**config.mk**
```make
export PLATFORM = sky130hd
export DESIGN_NAME = bin_to_gray
export DESIGN_NICKNAME = d
export VERILOG_FILES = /design/src/rtl/gray_pkg.sv /design/src/rtl/gray_to_bin.sv /design/src/rtl/bin_to_gray.sv
export SDC_FILE = /design/constraint.sdc
export NUM_CORES = 1
export LEC_CHECK = 0
export CAP_MARGIN = 30
export CORE_AREA = 8 8 45 47
export CTS_CLUSTER_SIZE = 12
export DETAILED_ROUTE_END_ITERATION = 12
export DIE_AREA = 0 0 53 55
export PLACE_DENSITY_LB_ADDON = 0.3
export RECOVER_POWER = 100
export SLEW_MARGIN = 15
export SYNTH_ARGS = -nofsm -noshare
export SYNTH_HDL_FRONTEND = slang
export SYNTH_SLANG_ARGS = --single-unit
```
**constraint.sdc**
```tcl
create_clock -name clk -period 1.8 [get_ports clk]
set_clock_uncertainty 0.1 [all_clocks]
set_input_delay 0.45 -clock clk [delete_from_list [all_inputs] [get_ports clk]]
set_output_delay 0.45 -clock clk [all_outputs]
set_load 0.01 [all_outputs]
```
**src/rtl/gray_pkg.sv**
```systemverilog
// gray_pkg
//   Shared definitions for the binary/Gray-code converter family.
//   - GRAY_W_DEF : default datapath width.
//   - GRAY_W_MAX : widest word the helper functions handle.
//   - bin2gray / gray2bin : width-agnostic helpers operating on a
//     GRAY_W_MAX-bit word. Narrower values are zero-extended by the
//     caller, and the result is truncated back. Zero upper bits convert
//     to zero upper bits in both directions, so truncation is exact.
package gray_pkg;

    localparam int GRAY_W_DEF = 4;
    localparam int GRAY_W_MAX = 32;

    // Reflected-binary encode: each Gray bit is the XOR of a binary bit
    // with its more significant neighbour; the MSB passes straight through.
    function automatic logic [GRAY_W_MAX-1:0] bin2gray(input logic [GRAY_W_MAX-1:0] b);
        logic [GRAY_W_MAX-1:0] g;
        g[GRAY_W_MAX-1] = b[GRAY_W_MAX-1];
        for (int i = GRAY_W_MAX - 2; i >= 0; i--) begin
            g[i] = b[i+1] ^ b[i];
        end
        return g;
    endfunction

    // Reflected-binary decode: running XOR from the MSB downwards.
    function automatic logic [GRAY_W_MAX-1:0] gray2bin(input logic [GRAY_W_MAX-1:0] g);
        logic [GRAY_W_MAX-1:0] b;
        b[GRAY_W_MAX-1] = g[GRAY_W_MAX-1];
        for (int i = GRAY_W_MAX - 2; i >= 0; i--) begin
            b[i] = b[i+1] ^ g[i];
        end
        return b;
    endfunction

endpackage : gray_pkg

```
**src/rtl/gray_to_bin.sv**
```systemverilog
// gray_to_bin
//   Purely combinational Gray-to-binary decoder.
//   Parameters:
//     WIDTH  : word width (2..32)
//   Ports:
//     gray_i : Gray-coded input word
//     bin_o  : decoded binary word
module gray_to_bin
    import gray_pkg::*;
#(
    parameter int WIDTH = GRAY_W_DEF
) (
    input  logic [WIDTH-1:0] gray_i,
    output logic [WIDTH-1:0] bin_o
);

    // Binary bit i is the XOR of every Gray bit at or above i. Writing it
    // as a reduction per bit avoids a self-referencing vector assignment.
    for (genvar gi = 0; gi < WIDTH; gi++) begin : g_bit
        assign bin_o[gi] = ^gray_i[WIDTH-1:gi];
    end

endmodule : gray_to_bin

```
**src/rtl/bin_to_gray.sv**
```systemverilog
// bin_to_gray
//   Registered binary-to-Gray converter with a valid qualifier and an
//   optional loopback integrity check.
//   Parameters:
//     WIDTH      : width of bin and gray (2..32)
//     CHECK_EN   : 1 = build loopback decoder and sticky err; 0 = err low
//   Ports:
//     clk        : rising-edge clock
//     rst        : synchronous active-high reset
//     bin        : binary word, sampled when bin_valid=1
//     bin_valid  : qualifies bin
//     gray       : registered Gray code of the last sampled bin
//     gray_valid : registered copy of bin_valid
//     err        : sticky loopback mismatch flag
module bin_to_gray
    import gray_pkg::*;
#(
    parameter int WIDTH    = GRAY_W_DEF,
    parameter bit CHECK_EN = 1'b1
) (
    input  logic             clk,
    input  logic             rst,
    input  logic [WIDTH-1:0] bin,
    input  logic             bin_valid,
    output logic [WIDTH-1:0] gray,
    output logic             gray_valid,
    output logic             err
);

    logic [WIDTH-1:0] conv;
    logic [WIDTH-1:0] gray_q, gray_d;
    logic             gray_valid_q, gray_valid_d;

    // Combinational encode feeding the output register only.
    assign conv[WIDTH-1] = bin[WIDTH-1];
    for (genvar gi = 0; gi < WIDTH - 1; gi++) begin : g_enc
        assign conv[gi] = bin[gi+1] ^ bin[gi];
    end

    // An idle cycle keeps the last code, so the output never glitches
    // through an unrelated value; bin is ignored entirely (including X).
    always_comb begin
        gray_d       = gray_q;
        gray_valid_d = bin_valid;
        if (bin_valid) begin
            gray_d = conv;
        end
    end

    always_ff @(posedge clk) begin
        if (rst) begin
            gray_q       <= '0;
            gray_valid_q <= 1'b0;
        end else begin
            gray_q       <= gray_d;
            gray_valid_q <= gray_valid_d;
        end
    end

    assign gray       = gray_q;
    assign gray_valid = gray_valid_q;

    if (CHECK_EN) begin : g_check
        logic [WIDTH-1:0] bin_q, bin_d;
        logic [WIDTH-1:0] dec;
        logic             err_q, err_d;

        // bin_q is captured alongside gray_q so the two always describe
        // the same sample and can be compared directly.
        always_comb begin
            bin_d = bin_q;
            if (bin_valid) begin
                bin_d = bin;
            end
        end

        gray_to_bin #(
            .WIDTH (WIDTH)
        ) u_dec (
            .gray_i (gray_q),
            .bin_o  (dec)
        );

        // Sticky until reset; compared only while the output is qualified.
        always_comb begin
            err_d = err_q;
            if (gray_valid_q && (dec != bin_q)) begin
                err_d = 1'b1;
            end
        end

        always_ff @(posedge clk) begin
            if (rst) begin
                bin_q <= '0;
                err_q <= 1'b0;
            end else begin
                bin_q <= bin_d;
                err_q <= err_d;
            end
        end

        assign err = err_q;
    end else begin : g_nocheck
        assign err = 1'b0;
    end

endmodule : bin_to_gray

```
==> results.tsv, run 1 <==
metric	value	unit
finalSetupViolations	0	
die_area	2920	sq um
static-leakage-power	0.216	nW
1st_iter_drt_viols	1	
cts.hold.buffers_added	0	
path_delay_family	buffers and inverters	
dpl.cell_count	68	
synth-seq-area-share	0.447	
overall_routing_resource_usage	0.0668	
numCtsBuffers	3	
synth_enable_flop_cells	0	
cts_max_path_buffers	2	
critical_path_class	register to primary output	
crit_required	1.25	ns
synth.top_cells.by_area	sky130_fd_sc_hd__dfxtp_1 (45%), sky130_fd_sc_hd__mux2i_1 (9.9%), sky130_fd_sc_hd__nor2_1 (6.5%)	
timing.critical_path.cells	clkdlybuf4s50_1	
placeableCoreArea	1380	sq um
postSynthNetCount	49	
path_max_fanout	3	
portBuffers	12	
cts.sinks	9	
detail_route.wl_per_cell	11.4	microns
hold_path_class	register to register	
fin_crit	1.73	ns
antenna_violating_nets_post_route	0	
grt_antenna_before_repair	0	
mean_syn_cell_area	9.59	sq um
ctsRootBufferMaster	sky130_fd_sc_hd__clkbuf_4	
power_frac_comb	0.186	
grt_pass1_wl	1340	microns
flow.area_growth_from_synthesis	37.9	%
timing.final.hold_violations	0	
fillerInstances	148	
gr-total-overflow	0	
period_share	0.963	
syn-instance-count	42	
worstSkewPairLatency	0.26	ns
nNetsFinal	64	
layout-drive-gt1-share	0.0714	
chipWidth	53	microns
intPower	0.000350	W
p_switching	0.000116	W
vdd_drop_max	0.239	mV
utilization	0.401	
crit_path_top_delay_cell	sky130_fd_sc_hd__clkdlybuf4s50_1	
worstPathArrival	1.18	ns
cts_tree	done	
post_syn_area	403	sq um
p_seq_frac	0.482	
first_global_vias	315	
relSlewSlack	0.694	
ant_diodes	0	
setup_tns	0	ns
crit_path_start_kind	register	
post_drt_via_cell_ratio	4.60	
ys_dominant_reg_cell	sky130_fd_sc_hd__dfxtp_1	
outcome	finished clean	
layoutNonFillerInstCount	72	
critical_path.n_buffers_inverters	1	
post_cts_resize_count	0	
number_of_warning_messages_in_the_yosys_log	0	
worstSetupEndpointType	primary output	
yosysUniqueCellTypes	20	
wirelength	822	microns
worstMarginPinSlew	0.457	ns
place_worst_setup_slack	0.0918	ns
final_critical_path_setup_slack	0.0670	ns
synth_seq_cells	9	
drv.max_cap_violation_count	0	
report.power.total	0.000466	W
dr_total_vias	331	
maximum_number_of_pins_on_one_net_before_global_route_repair	12	
synth-async-reset-ratio	0	
io_pins	13	
clockPowerShare	0.332	
finalMaxSlewViolations	0	
detailedRoute.firstPassIterationCount	2	
synth_most_common_cell	sky130_fd_sc_hd__dfxtp_1	
rows	14	
hpwl	654	microns
cts_htree_levels	1	
place.gp.congestion	0.684	
fmax	577	MHz
power.density_cell_area	839	nW/um^2
clk_pin_slew	0.06	ns
post-cts-setup-buffers	0	
die_height	55	microns
timing.critical_path.slowest_cell_delay	0.56	ns
sw_frac_of_total	0.250	
netlist.area_leader.share	0.447	
drc	0	
synth_largest_area_cell	sky130_fd_sc_hd__dfxtp_1	
synth.top_cells.by_count	sky130_fd_sc_hd__dfxtp_1 (9), sky130_fd_sc_hd__nor2_1 (7), sky130_fd_sc_hd__mux2i_1 (4)	
initial_core_util	0.291	
unrepaired_setup_endpoints_after_global_routing	no	
[worst paths after layout]
kind	from	endpoint	slack, ns	cells after the start
max	gray[2]	gray[2]	0.07	1
min	err	err	0.35	2
max reg2reg	gray[0]	err	0.38	4
min reg2reg	err	err	0.35	2
[layout by cell type, fill, tap and decap left out, types with 2 or more instances in the layout]
cell type / instances
sky130_fd_sc_hd__dfxtp_1: 9
sky130_fd_sc_hd__clkbuf_4: 3
sky130_fd_sc_hd__clkdlybuf4s50_1: 10
sky130_fd_sc_hd__mux2i_1: 4
sky130_fd_sc_hd__a211oi_1: 4
sky130_fd_sc_hd__xnor2_1: 3
sky130_fd_sc_hd__xor2_1: 2
sky130_fd_sc_hd__nor2_1: 7
[worst register-to-register path, stage by stage (launching register included)]
cell and delay (ns):
sky130_fd_sc_hd__dfxtp_1 0.33, sky130_fd_sc_hd__xor2_1 0.20, sky130_fd_sc_hd__or3_1 0.33, sky130_fd_sc_hd__a211oi_1 0.25
sky130_fd_sc_hd__o32ai_1 0.10
[state kept, by name, indices dropped and copies added (netlist names)]
name	flops
err	1
gray_valid	1
g_check.bin_q	3
gray	4
[cell families (layout without fill, tap and decap cells)]
group                  Yosys count  in the layout  share of synthesized area
multiplexers                     4              4                     0.0994
flip-flops                       9              9                      0.447
AND/OR/NAND/NOR                 14             14                      0.174
XOR/XNOR                         5              5                      0.109
AO/OA/AOI/OAI                    6              6                      0.121
buffers and inverters            4             18                     0.0497
[cell type report]
type | count | area [sq um] | share of cell area
clock buffers | 4 | 26.3 | 0.0473
inverters | 1 | 3.75 | 0.00676
multi-input cells | 29 | 198 | 0.356
flip-flops and latches | 9 | 180 | 0.324
well taps | 16 | 20.0 | 0.0360
repair buffers | 13 | 128 | 0.230
[metal layers]
metal / vias to the layer above / global-route usage / wire, microns
met5: - / 0 / 0
met4: 0 / 0.0905 / 29
met3: 4 / 0.0267 / 57
met2: 10 / 0.0898 / 341
met1: 145 / 0.0688 / 393
li1: 172 / - / -
[metrics by stage]
stage	area, sq um	hold WS [ns]
5_1_grt	556	0.393
6_report	556	0.355
3_5_place_dp	534	0.354
2_1_floorplan	403	0.377
3_3_place_gp	534	0.351
4_1_cts	561	0.364
[power by group through the flow]
stage | Clock (W) | Sequential, W | Combinational, W
finish | 0.000155 | 0.000225 | 0.0000864
global route | 0.000173 | 0.000227 | 0.0000948
CTS | 0.000164 | 0.000225 | 0.0000910
detailed placement | 0 | 0.000230 | 0.0000910
global placement | 0 | 0.000229 | 0.0000903
floorplan | 0 | 0.000232 | 0.0000457
(Power assumes the default switching activity.)
==> run 2, diff against run 1 <==
Settings changed: CORE_AREA 8 8 45 47 to not set, CORE_MARGIN set to 8, CORE_UTILIZATION set to 31, DIE_AREA 0 0 53 55 to not set.
==> run 2 against run 1 <==
Against the previous run:
- final area is 0.68% higher
- global-route usage is 0.20 points higher
- maximum frequency is 0.37% lower
- hold slack better by 0.0020 ns
- clock power is 5% lower
- clock-buffer cell count stayed put
- sequential cell count stayed put
- die area is 7.1% lower
- sequential share of layout area hardly changed
- largest power group unchanged
- non-clock buffer count is 1 higher
- power is 0.88% lower
==> results.tsv, run 2 (synthesis results as in run 1) <==
metric	value	unit
static-leakage-power	0.218	nW
flow.area_growth_from_synthesis	38.8	%
layout.cell_area.non_filler	559	sq um
portBuffers	12	
cts_tree	done	
ctsRootBufferMaster	sky130_fd_sc_hd__clkbuf_4	
outcome	finished clean	
cts_max_path_buffers	2	
critical_path.n_buffers_inverters	1	
critical_path.reg2reg.startpoint	gray[0]	
layout-drive-gt1-share	0.0877	
clk_pin_slew	0.06	ns
chipWidth	52.1	microns
crit_required	1.25	ns
io_pins	13	
place.gp.congestion	0.652	
fin_crit	1.74	ns
power.density_cell_area	826	nW/um^2
path_delay_family	buffers and inverters	
vdd_drop_max	0.373	mV
worstPathArrival	1.19	ns
startpoint	gray[2]	
fmax	575	MHz
utilization	0.447	
fillerInstances	134	
largest_register_ffs	4	
worstSkewPairLatency	0.25	ns
drc	0	
detail_route.wl_per_cell	11.1	microns
die_height	52.1	microns
timing.critical_path.depth	1	
critical_path.endpoint	gray[2]	
timing.critical_path.cells	clkdlybuf4s50_1	
r2r-end	err	
timing.final.hold_violations	0	
hold_path_class	register to register	
unrepaired_setup_endpoints_after_global_routing	no	
critical_hold_path_startpoint	err	
crit_path_start_kind	register	
mostFrequentLayoutCells	sky130_fd_sc_hd__clkdlybuf4s50_1 (11), sky130_fd_sc_hd__dfxtp_1 (8), sky130_fd_sc_hd__nor2_1 (7)	
finalSetupViolations	0	
crit_path_top_delay_cell	sky130_fd_sc_hd__clkdlybuf4s50_1	
period_share	0.966	
placeableCoreArea	1250	sq um
numCtsBuffers	3	
dpl.cell_count	68	
hpwl	639	microns
critical_path_class	register to primary output	
1st_iter_drt_viols	0	
initial_core_util	0.322	
nNetsFinal	65	
wirelength	800	microns
post_place_instance_area	553	sq um
cts_htree_levels	1	
drv.max_cap_violation_count	0	
path_max_fanout	3	
setup.reg_to_reg.worst_slack	0.39	ns
detailedRoute.firstPassIterationCount	1	
most_common_library_cell_in_the_layout_ignoring_fill_and_taps	sky130_fd_sc_hd__clkdlybuf4s50_1	
setup_tns	0	ns
cts.sinks	9	
antenna_violating_nets_post_route	0	
reg2reg_depth	4	
relSlewSlack	0.669	
die_area	2710	sq um
post_drt_via_cell_ratio	4.58	
timing.critical_path.slowest_cell_delay	0.57	ns
grt_pass1_wl	1360	microns
worstSetupEndpointType	primary output	
first_global_vias	340	
dr_total_vias	330	
maximum_number_of_pins_on_one_net_before_global_route_repair	12	
rows	13	
finalMaxSlewViolations	0	
layoutNonFillerInstCount	72	
worstMarginPinSlew	0.496	ns
gr-total-overflow	0	
overall_routing_resource_usage	0.0688	
whs	0.357	ns
ant_diodes	0	
cts.hold.buffers_added	0	
grt_antenna_before_repair	0	
-- run 2: area by class of cell --
| cell class | count | area, sq um | area share |
|---|---|---|---|
| clock buffers | 4 | 26.3 | 0.0470 |
| inverters | 1 | 3.75 | 0.00671 |
| multi-input cells | 29 | 198 | 0.353 |
| flip-flops and latches | 9 | 181 | 0.324 |
| well taps | 15 | 18.8 | 0.0336 |
| repair buffers | 14 | 131 | 0.235 |
-- run 2: worst min-delay path by stage --
stage,to,slack (ns),cells after the start
floorplan,err,0.38,2
global placement,err,0.34,2
detailed placement,err,0.35,2
CTS,err,0.36,2
global route,err,0.41,2
finish,err,0.36,2
-- run 2: repair_timing --
action / 4_1_cts / 5_1_grt
setup endpoints to repair: 0 / 1
buffers inserted: 0 / 0
endpoints found under the hold margin: 0 / 0
gates resized for setup: 0 / 1
-- run 2: metal layers --
metal	GRT usage	up-vias	routed length [microns]
li1	-	173	-
met1	0.0743	145	381
met2	0.0920	10	346
met3	0.0456	2	66
met4	0.0531	0	6
met5	0	-	0
-- run 2: metrics by stage --
step                setup slack, ns  power [W]
finish                       0.0607   0.000462
CTS                          0.0223   0.000478
global route                0.00411   0.000495
detailed placement            0.240   0.000326
floorplan                     0.429   0.000278
global placement              0.257   0.000325
-- run 2: power by group --
group	switching (W)	internal, W
registers	0.0000119	0.000214
clock network	0.0000634	0.0000850
logic	0.0000359	0.0000516
